===== src/rtl/pipe_front_regs.sv =====
// PC register, F/D and D/E pipeline registers of the 5-stage MIPS core,
// driven by the hazard unit. Also holds the saturating stall/flush/issue counters.
module pipe_front_regs #(
    parameter logic [31:0] RESET_PC = 32'h0000_0000,
    parameter int          CTRL_W   = 12,
    parameter int          CNT_W    = 16
) (
    input  logic              CLK,
    input  logic              RESET_N,
    input  logic [31:0]       PC_Next_F,
    input  logic [31:0]       Instr_F,
    input  logic              Stall_F,
    input  logic              Stall_D,
    input  logic              Flush_D,
    input  logic              Flush_E,
    input  logic              waiting,
    input  logic [CTRL_W-1:0] Ctrl_D,
    input  logic [31:0]       RD1_D,
    input  logic [31:0]       RD2_D,
    output logic [31:0]       PC_F,
    output logic [31:0]       Instr_D,
    output logic [31:0]       PCPlus4_D,
    output logic              Valid_D,
    output logic [5:0]        Opcode_D,
    output logic [5:0]        Funct_D,
    output logic [4:0]        Rs_D,
    output logic [4:0]        Rt_D,
    output logic [CTRL_W-1:0] Ctrl_E,
    output logic [31:0]       RD1_E,
    output logic [31:0]       RD2_E,
    output logic [4:0]        Rs_E,
    output logic [4:0]        Rt_E,
    output logic              Valid_E,
    output logic [CNT_W-1:0]  StallCnt,
    output logic [CNT_W-1:0]  FlushCnt,
    output logic [CNT_W-1:0]  IssueCnt
);

    // A multi-cycle wait acts as a stall on F and D plus a bubble into E.
    logic hold_f, hold_d, bubble_e;
    assign hold_f   = Stall_F | waiting;
    assign hold_d   = Stall_D | waiting;
    assign bubble_e = Flush_E | waiting;

    logic [31:0]       pc_q, pc_d;
    logic [31:0]       instr_q, instr_d, pc4_q, pc4_d;
    logic              vd_q, vd_d;
    logic [CTRL_W-1:0] ctrl_q, ctrl_d;
    logic [31:0]       rd1_q, rd1_d, rd2_q, rd2_d;
    logic [4:0]        rs_q, rs_d, rt_q, rt_d;
    logic              ve_q, ve_d;
    logic [CNT_W-1:0]  stall_cnt_q, stall_cnt_d;
    logic [CNT_W-1:0]  flush_cnt_q, flush_cnt_d;
    logic [CNT_W-1:0]  issue_cnt_q, issue_cnt_d;

    // Next-state for PC, F/D (hold > flush > load) and D/E (bubble > load).
    always_comb begin
        pc_d    = pc_q;
        instr_d = instr_q;
        pc4_d   = pc4_q;
        vd_d    = vd_q;
        ctrl_d  = '0;
        rd1_d   = '0;
        rd2_d   = '0;
        rs_d    = '0;
        rt_d    = '0;
        ve_d    = 1'b0;

        if (!hold_f) pc_d = PC_Next_F;

        if (!hold_d) begin
            if (Flush_D) begin
                instr_d = '0;
                pc4_d   = '0;
                vd_d    = 1'b0;
            end else begin
                instr_d = Instr_F;
                pc4_d   = pc_q + 32'd4;
                vd_d    = 1'b1;
            end
        end

        if (!bubble_e) begin
            ctrl_d = vd_q ? Ctrl_D : '0;
            ve_d   = vd_q;
            rd1_d  = RD1_D;
            rd2_d  = RD2_D;
            rs_d   = instr_q[25:21];
            rt_d   = instr_q[20:16];
        end
    end

    // Saturating counters: stop at all-ones instead of wrapping.
    always_comb begin
        stall_cnt_d = stall_cnt_q;
        flush_cnt_d = flush_cnt_q;
        issue_cnt_d = issue_cnt_q;
        if (hold_d && stall_cnt_q != '1)
            stall_cnt_d = stall_cnt_q + CNT_W'(1);
        if ((Flush_D || Flush_E) && flush_cnt_q != '1)
            flush_cnt_d = flush_cnt_q + CNT_W'(1);
        if (!bubble_e && vd_q && issue_cnt_q != '1)
            issue_cnt_d = issue_cnt_q + CNT_W'(1);
    end

    // State registers; reset drops all in-flight state immediately.
    always_ff @(posedge CLK or negedge RESET_N) begin
        if (!RESET_N) begin
            pc_q        <= RESET_PC;
            instr_q     <= '0;
            pc4_q       <= '0;
            vd_q        <= 1'b0;
            ctrl_q      <= '0;
            rd1_q       <= '0;
            rd2_q       <= '0;
            rs_q        <= '0;
            rt_q        <= '0;
            ve_q        <= 1'b0;
            stall_cnt_q <= '0;
            flush_cnt_q <= '0;
            issue_cnt_q <= '0;
        end else begin
            pc_q        <= pc_d;
            instr_q     <= instr_d;
            pc4_q       <= pc4_d;
            vd_q        <= vd_d;
            ctrl_q      <= ctrl_d;
            rd1_q       <= rd1_d;
            rd2_q       <= rd2_d;
            rs_q        <= rs_d;
            rt_q        <= rt_d;
            ve_q        <= ve_d;
            stall_cnt_q <= stall_cnt_d;
            flush_cnt_q <= flush_cnt_d;
            issue_cnt_q <= issue_cnt_d;
        end
    end

    assign PC_F      = pc_q;
    assign Instr_D   = instr_q;
    assign PCPlus4_D = pc4_q;
    assign Valid_D   = vd_q;
    // Decode fields go straight to the hazard unit with no register delay.
    assign Opcode_D  = instr_q[31:26];
    assign Funct_D   = instr_q[5:0];
    assign Rs_D      = instr_q[25:21];
    assign Rt_D      = instr_q[20:16];
    assign Ctrl_E    = ctrl_q;
    assign RD1_E     = rd1_q;
    assign RD2_E     = rd2_q;
    assign Rs_E      = rs_q;
    assign Rt_E      = rt_q;
    assign Valid_E   = ve_q;
    assign StallCnt  = stall_cnt_q;
    assign FlushCnt  = flush_cnt_q;
    assign IssueCnt  = issue_cnt_q;

endmodule


===== config.mk =====
export PLATFORM = sky130hd
export DESIGN_NAME = pipe_front_regs
export DESIGN_NICKNAME = d
export VERILOG_FILES = /design/src/rtl/pipe_front_regs.sv
export SDC_FILE = /design/constraint.sdc
export NUM_CORES = 1
export LEC_CHECK = 0
export CAP_MARGIN = 20
export CELL_PAD_IN_SITES_DETAIL_PLACEMENT = 0
export CELL_PAD_IN_SITES_GLOBAL_PLACEMENT = 1
export CORE_UTILIZATION = 32
export CTS_BUF_LIST = sky130_fd_sc_hd__clkbuf_16
export DETAILED_ROUTE_END_ITERATION = 8
export PLACE_DENSITY_LB_ADDON = 0.12
export SLEW_MARGIN = 0
export SYNTH_ARGS = -nofsm -noshare
export SYNTH_HDL_FRONTEND = slang
export SYNTH_SLANG_ARGS = --single-unit

===== constraint.sdc =====
create_clock -name CLK -period 2.64 [get_ports CLK]
set_clock_uncertainty 0.2 [all_clocks]
set_input_delay 0.528 -clock CLK [delete_from_list [all_inputs] [get_ports CLK]]
set_output_delay 0.528 -clock CLK [all_outputs]
set_load 0.02 [all_outputs]

==> results of run 1 <==
## flip-flops by register name (all words and copies together), names as in the netlist, 5 cells and up
name       count
Rs_E           5
FlushCnt      16
StallCnt      16
RD1_E         32
PC_F          32
Instr_D       32
RD2_E         32
Ctrl_E        12
Rt_E           5
IssueCnt      16
PCPlus4_D     32
## what timing repair did
action	in CTS	in global routing
hold buffers	1	0
gates resized for setup	0	0
endpoints found under the setup margin	0	0
hold endpoints to repair	55	0
## worst min-delay path by stage
stage                        startpoint             to  slack, ns
final                     PCPlus4_D[16]  PCPlus4_D[16]       0.27
after global routing      PCPlus4_D[11]  PCPlus4_D[11]       0.30
after global placement     PCPlus4_D[9]   PCPlus4_D[9]       0.26
after detailed placement  PCPlus4_D[16]  PCPlus4_D[16]       0.27
after floorplan                 RESET_N      Ctrl_E[0]       0.03
after CTS                 PCPlus4_D[16]  PCPlus4_D[16]       0.28
## per-stage QoR
stage | hold WS, ns | cells
4_1_cts | 0.281 | 1676
3_5_place_dp | 0.268 | 1627
6_report | 0.275 | 1676
3_3_place_gp | 0.261 | 1627
2_1_floorplan | 0.0324 | 861
5_1_grt | 0.300 | 1676
## synthesized netlist by cell type, types with 2 or more instances
cell type and instances:
nor4b_1 2, xnor2_1 29, a2111oi_0 3, nor4_1 7, a221o_1 6, o211ai_1 11, buf_2 3, or3_1 5
dfrtp_1 232, buf_4 22, o31ai_1 4, or4_1 8, nor3_1 17, nand4_1 21, and3_1 6, o311a_1 3
clkbuf_1 33, o21ai_0 49, mux2_2 32, a32oi_1 5, nand2_1 123, xor2_1 24, buf_1 7, inv_1 9
o311ai_0 2, nand4b_1 2, or2_2 4, and4_1 6, a21oi_1 9, and2_1 88, nand3_1 35, nor2_1 22
a211oi_1 7, a31oi_1 2, ha_1 4
## logic make-up after synthesis
kind of cell / count (synthesis) / share of synthesized area (%)
adders and majority gates: 4 / 0.519
AOI/OAI and AO/OA: 108 / 7.30
buffers and inverters: 75 / 3.82
xor gates and xnor gates: 53 / 4.82
and+or+nand+nor: 357 / 19.6
DFF: 232 / 60.2
muxes: 32 / 3.74
## routing by layer
layer  vias to the layer above  GRT usage, %  part of all wire, %
li1                       3768             -                    -
met3                        34          4.57                  6.9
met4                         0          3.99                  1.8
met5                         -             0                    0
met1                      3836          25.2                   42
met2                       268          31.6                   49
## area by class of cell
class | instances | share of cell area (%)
sequential | 232 | 38.4
timing repair buffer | 442 | 29.4
multi-input combinational | 554 | 23.1
clock buffer | 27 | 4.47
tap | 390 | 3.23
clock inverter | 21 | 1.13
inverter | 10 | 0.248
## cell usage in the layout (no fill, tap or decap), types with 3 or more instances in the layout
cell type        synthesis  layout
xor2_1                  24      24
or2_2                    4       3
nand3_1                 35      35
nand2_1                123     123
clkinv_1                 1       9
nand4_1                 21      21
a221o_1                  6       6
or4_1                    8       8
nor2_1                  22      20
a211oi_1                 7       7
o21ai_0                 49      49
nor3_1                  17      16
ha_1                     4       4
clkdlybuf4s50_1          0     399
or3_1                    5       5
bufinv_16                0       3
xnor2_1                 29      29
and2_1                  88      88
buf_12                   0      10
a21oi_1                  9       9
clkbuf_16                0      27
nor4_1                   7       7
inv_1                    9      12
o211ai_1                11      11
buf_4                   22      31
o31ai_1                  4       4
mux2_2                  32      32
and4_1                   6       6
dfrtp_1                232     232
clkinv_2                 0       5
a2111oi_0                3       3
a32oi_1                  5       5
o311a_1                  3       3
and3_1                   6       6
## report_power, final
part / total (mW) / switching [mW] / internal, mW
logic: 2.67 / 1.34 / 1.33
clock network: 3.60 / 1.47 / 2.13
registers: 4.40 / 0.439 / 3.96
total: 10.7 / 3.25 / 7.42
## worst max-delay path, cell delays in order, from the launching register on
cell	delay [ns]
dfrtp_1	0.40
buf_4	0.18
clkdlybuf4s50_1	0.64
==> results.md, run 1 <==
- Longest Clk Path Bufs: 3
- Die Width: 176 µm
- Crit path from: PC_F[22]
- Sequential fraction of the synthesis area: 60.2%
- RSZ-0062 raised after global routing: no
- Outcome: finished clean
- Max_cap viols: 0
- WHS Path Cells: 2
- Vias in the first global route: about 7700
- Worst-path maximum fanout: 7
- Cell Area, Synth: 9640 µm²
- DP Wirelength: 21700 µm
- CTS tree: done
- Clk_lat worst skew: 0.53 ns
- Fillcell total: approximately 2700
- Dominant cells by area after synthesis: dfrtp_1 60%, and2_1 5.7%, nand2_1 4.8%, mux2_2 3.7%, xnor2_1 2.6%
- RePlAce Congestion: 0.831
- Worst-path clk slew: 0.06 ns
- Total power: ~11 mW
- Max IR drop VDD: 0.399 mV
- Syn Nets: 1012
- Global-route wire length before repair: roughly 46000 µm
- Design Area, Final: 15100 µm²
- Synthesis Warnings: 0
- Crit path to: PC_F[22]
- Via density: 4.72
- Drt total wl: 29800 µm
- Final nets: between 1000 and 1500
- Diode count: 0
- Most used DFF post-synth: dfrtp_1
- Crit share post-route: 94.2%
- Synthesized flop and latch total: 232
- Fin crit period: 2.49 ns
- Setup repair bufs after CTS: 0
- Pwr dens: 705 nW/µm²
- Dominant cell type by area after synthesis: dfrtp_1
- Slew headroom: 61.4%
- Inserted Clock Buffers: 27
- Die Ht: roughly 180 µm
- Syn avg cell area: about 11 µm²
- Post-DP Area: 14300 µm²
- Post-route ant nets: 0
- FF-to-FF Start: PC_F[6]
- Die Area: 30800 µm²
- Final setup TNS: 0 ns
- FMAX: 0.402 GHz
- Initial Utilization: about a third
- DR iter-0 viols: 423
- Worst setup margin: between 0.15 and 0.2 ns
- Cell variety after synth: 54
- Critical R2R Capture: PCPlus4_D[29]
- Area of the multi-input gates: 3490 µm²
- GRT overflow: 0
- DR vias: ~7900
- Clock sinks: 232
- I/O Buffers: 400
- Dpl ws: 0.0506 ns
- Tightest Hold Check Type: flip-flop to flip-flop
- Residual DRC: 0
- Syn Inst Count: 861
- R2R cell count: 4
- Lkg Pwr: between 6 and 7 nW
- Overall Global Routing Usage: 19.0%
- Register area: a little under 6000 µm²
- Slew of the pin with the lowest slew margin: between 0.5 and 0.6 ns
- CP required: 1.91 ns
- Core Box Area: 29600 µm²
- Per-cell routed wire length: 17.8 µm
- H-tree depth: 1
- CP arrival: between 1.5 and 2 ns
- I/O Pins: 401
- Setup-failing EPs final: 0
- Router iterations before antenna repair: 5
- Initial antenna violation count: 0
- Row count: 63
- P&R area growth vs syn: 56.9%
- Finished Core Util: a little over 50%
- Final Max Slew Viols: 0
- Post-synth EDFFs: 0
- CP Class: flip-flop to output pin
- Worst R2R Setup Slack: 0.30 ns
- Fraction of layout cells with a size suffix above 1: under 10%
- Clk root buf: clkbuf_16
- Ys async rst share: 100%
- CP startpoint kind: flip-flop
- Post-synth top area share: 60.2%
- Largest net degree at the start of global routing: 63
- Hold Violations, Final: 0
- Crit end category: output pin
(Power assumes the default switching activity.)
==> run 2, diff against run 1 <==
GPL_TIMING_DRIVEN = 0   (was default)
==> results.md, run 2 (same netlist as run 1, synthesis figures left out) <==
- Outcome: finished clean
- Finished Core Util: 50.8% (-0.19 points)
- P&R area growth vs syn: 56.3%
- Vias in the first global route: 7963 (+3.5%)
- Max IR drop VDD: 0.424 mV (+6.4%)
- Die Width: 176 µm (unchanged)
- H-tree depth: 1 (unchanged)
- Longest Clk Path Bufs: 3 (unchanged)
- Hold WS: 0.182 ns (-0.0930 ns)
- I/O Pins: 401 (unchanged)
- DR iter-0 viols: 357 (-16%)
- CP arrival: 1.76 ns (about the same)
- Max_cap viols: 0 (unchanged)
- Final setup TNS: 0 ns (unchanged)
- Worst-path cell chain: clkdlybuf4s50_1
- Slowest-stage cell, CP: clkdlybuf4s50_1
- Highest routed metal layer: met4
- Post-route ant nets: 0 (unchanged)
- Core Box Area: 29600 µm² (unchanged)
- Clk_lat worst skew: 0.54 ns (about the same)
- Crit share post-route: 94.1% (-0.16 points)
- Drt total wl: 30600 µm (+2.8%)
- WL met1: 13000 µm (+3.1%)
- CTS tree: done
- Number of buffers and inverters on the critical path: 1 (-1)
- Worst-path clk slew: 0.06 ns (about the same)
- Worst-path maximum fanout: 8 (+1)
- Tightest Hold Check Type: input port to async pin
- Fin crit period: 2.48 ns (-0.00429 ns)
- Die Area: 30800 µm² (unchanged)
- CP Class: flip-flop to output pin
- RePlAce Congestion: 0.827 (-0.42%)
- DR vias: 7962 (+0.71%)
- Placed Cells: 1653 (+1.6%)
- Final nets: 1445 (+1.9%)
- Most common cell after layout, fill and taps aside: clkdlybuf4s50_1
- CP required: 1.91 ns (about the same)
- Setup-failing EPs final: 0 (unchanged)
- Kind of cell adding the most delay to the critical path: buffers and inverters
- Row count: 63 (unchanged)
- Per-cell routed wire length: 18.0 µm (+1.0%)
- Setup repair bufs after CTS: 0 (unchanged)
- Slowest Stage Delay on Critical Path: 0.70 ns (+0.06 ns)
- Via density: 4.67 (-1.1%)
- Worst setup margin: 0.157 ns (+0.00429 ns)
- Die Ht: 176 µm (unchanged)
- Post-DP Area: 14200 µm² (-0.57%)
- Initial antenna violation count: 2 (+2)
- Clk root buf: clkbuf_16
- Most frequent cells in the layout: 398 x clkdlybuf4s50_1, 232 x dfrtp_1, 123 x nand2_1
- CP startpoint kind: flip-flop
- Design Area, Final: 15100 µm² (-0.37%)
- Fraction of layout cells with a size suffix above 1: 8.30% (-1.3 points)
- FMAX: 0.403 GHz (+0.17%)
- Final Max Slew Viols: 0 (unchanged)
- Initial Utilization: 32.5% (unchanged)
- Final std cells w/o fill: 1706 (+1.8%)
- Lkg Pwr: 6.40 nW (about the same)
- DP Wirelength: 22600 µm (+4.5%)
- Router iterations before antenna repair: 4 (-1)
- Length of routed met2 wiring: 14900 µm (+2.1%)
- Crit end category: output pin
- Fillcell total: 2745 (+1.5%)
- I/O Buffers: 399 (-0.25%)
- RSZ-0062 raised after global routing: no
- Total power: 10.7 mW (+0.15%)
- Pwr dens: 709 nW/µm² (+0.52%)
- Global-route wire length before repair: 47600 µm (+4.0%)
- Overall Global Routing Usage: 19.8% (+0.76 points)
- Hold Violations, Final: 0 (unchanged)
- Met3 routed WL: 2150 µm (+4.5%)
- Slew headroom: 42.4% (-19 points)
- Largest net degree at the start of global routing: 117 (+86%)
- Clock sinks: 232 (unchanged)
- Dpl ws: -0.433 ns (-0.484 ns)
- Residual DRC: 0 (unchanged)
- GRT overflow: 0 (unchanged)
- Inserted Clock Buffers: 28 (+3.7%)
- Slew of the pin with the lowest slew margin: 0.861 ns (+0.283 ns)
[run 2: changes by cell type in the layout (fill, tap and decap cells not counted), sizes merged, moves of 2 or more]
cell / before / now
clkinvlp: 2 / 0
clkbuf: 27 / 63
diode: 0 / 2
buf: 42 / 35
clkinv: 14 / 11
inv: 12 / 18
[run 2: path summary, 6_finish.rpt]
path                               startpoint            end  slack, ns  cells past startpoint
min in group CLK                PCPlus4_D[14]  PCPlus4_D[14]       0.28                      2
worst min register to register  PCPlus4_D[14]  PCPlus4_D[14]       0.28                      2
worst min-delay path                  RESET_N      Ctrl_E[2]       0.18                      2
worst max-delay path                 PC_F[22]       PC_F[22]       0.16                      1
max in group asynchronous             RESET_N   StallCnt[15]       1.28                      3
worst max register to register        PC_F[2]  PCPlus4_D[22]       0.25                      5
[run 2: repair_timing]
action	4_1_cts	5_1_grt
gates resized for setup	0	3
setup endpoints to repair	0	5
hold endpoints to repair	232	0
hold buffers	1	0
[run 2: final cells by class]
class	count	area (µm²)	area share [%]
antenna	2	5.00	0.0332
clock buffer	29	726	4.82
inverter	10	37.5	0.249
multi-input combinational	554	3460	23.0
timing repair buffer	403	4070	27.0
tap	390	488	3.24
clock inverter	21	139	0.922
sequential	232	5810	38.5
buffer	65	333	2.21
[run 2: routing by layer]
layer / up-vias / GRT usage (%)
met5: - / 0
met4: 0 / 4.96
met3: 36 / 4.81
met2: 246 / 32.9
met1: 3857 / 25.8
li1: 3823 / -
[run 2: where the power goes]
part | internal (mW) | leakage (nW) | switching, mW | total (mW)
clock network | 2.15 | 0.463 | 1.49 | 3.64
logic | 1.31 | 2.91 | 1.31 | 2.62
registers | 3.96 | 3.03 | 0.470 | 4.43
==> run 3, diff against run 2 <==
ABC_CLOCK_PERIOD_IN_PS = 2640   (was default)
==> results of run 3 <==
Same layout as run 2: the final DEF is identical, and so are final timing and power.
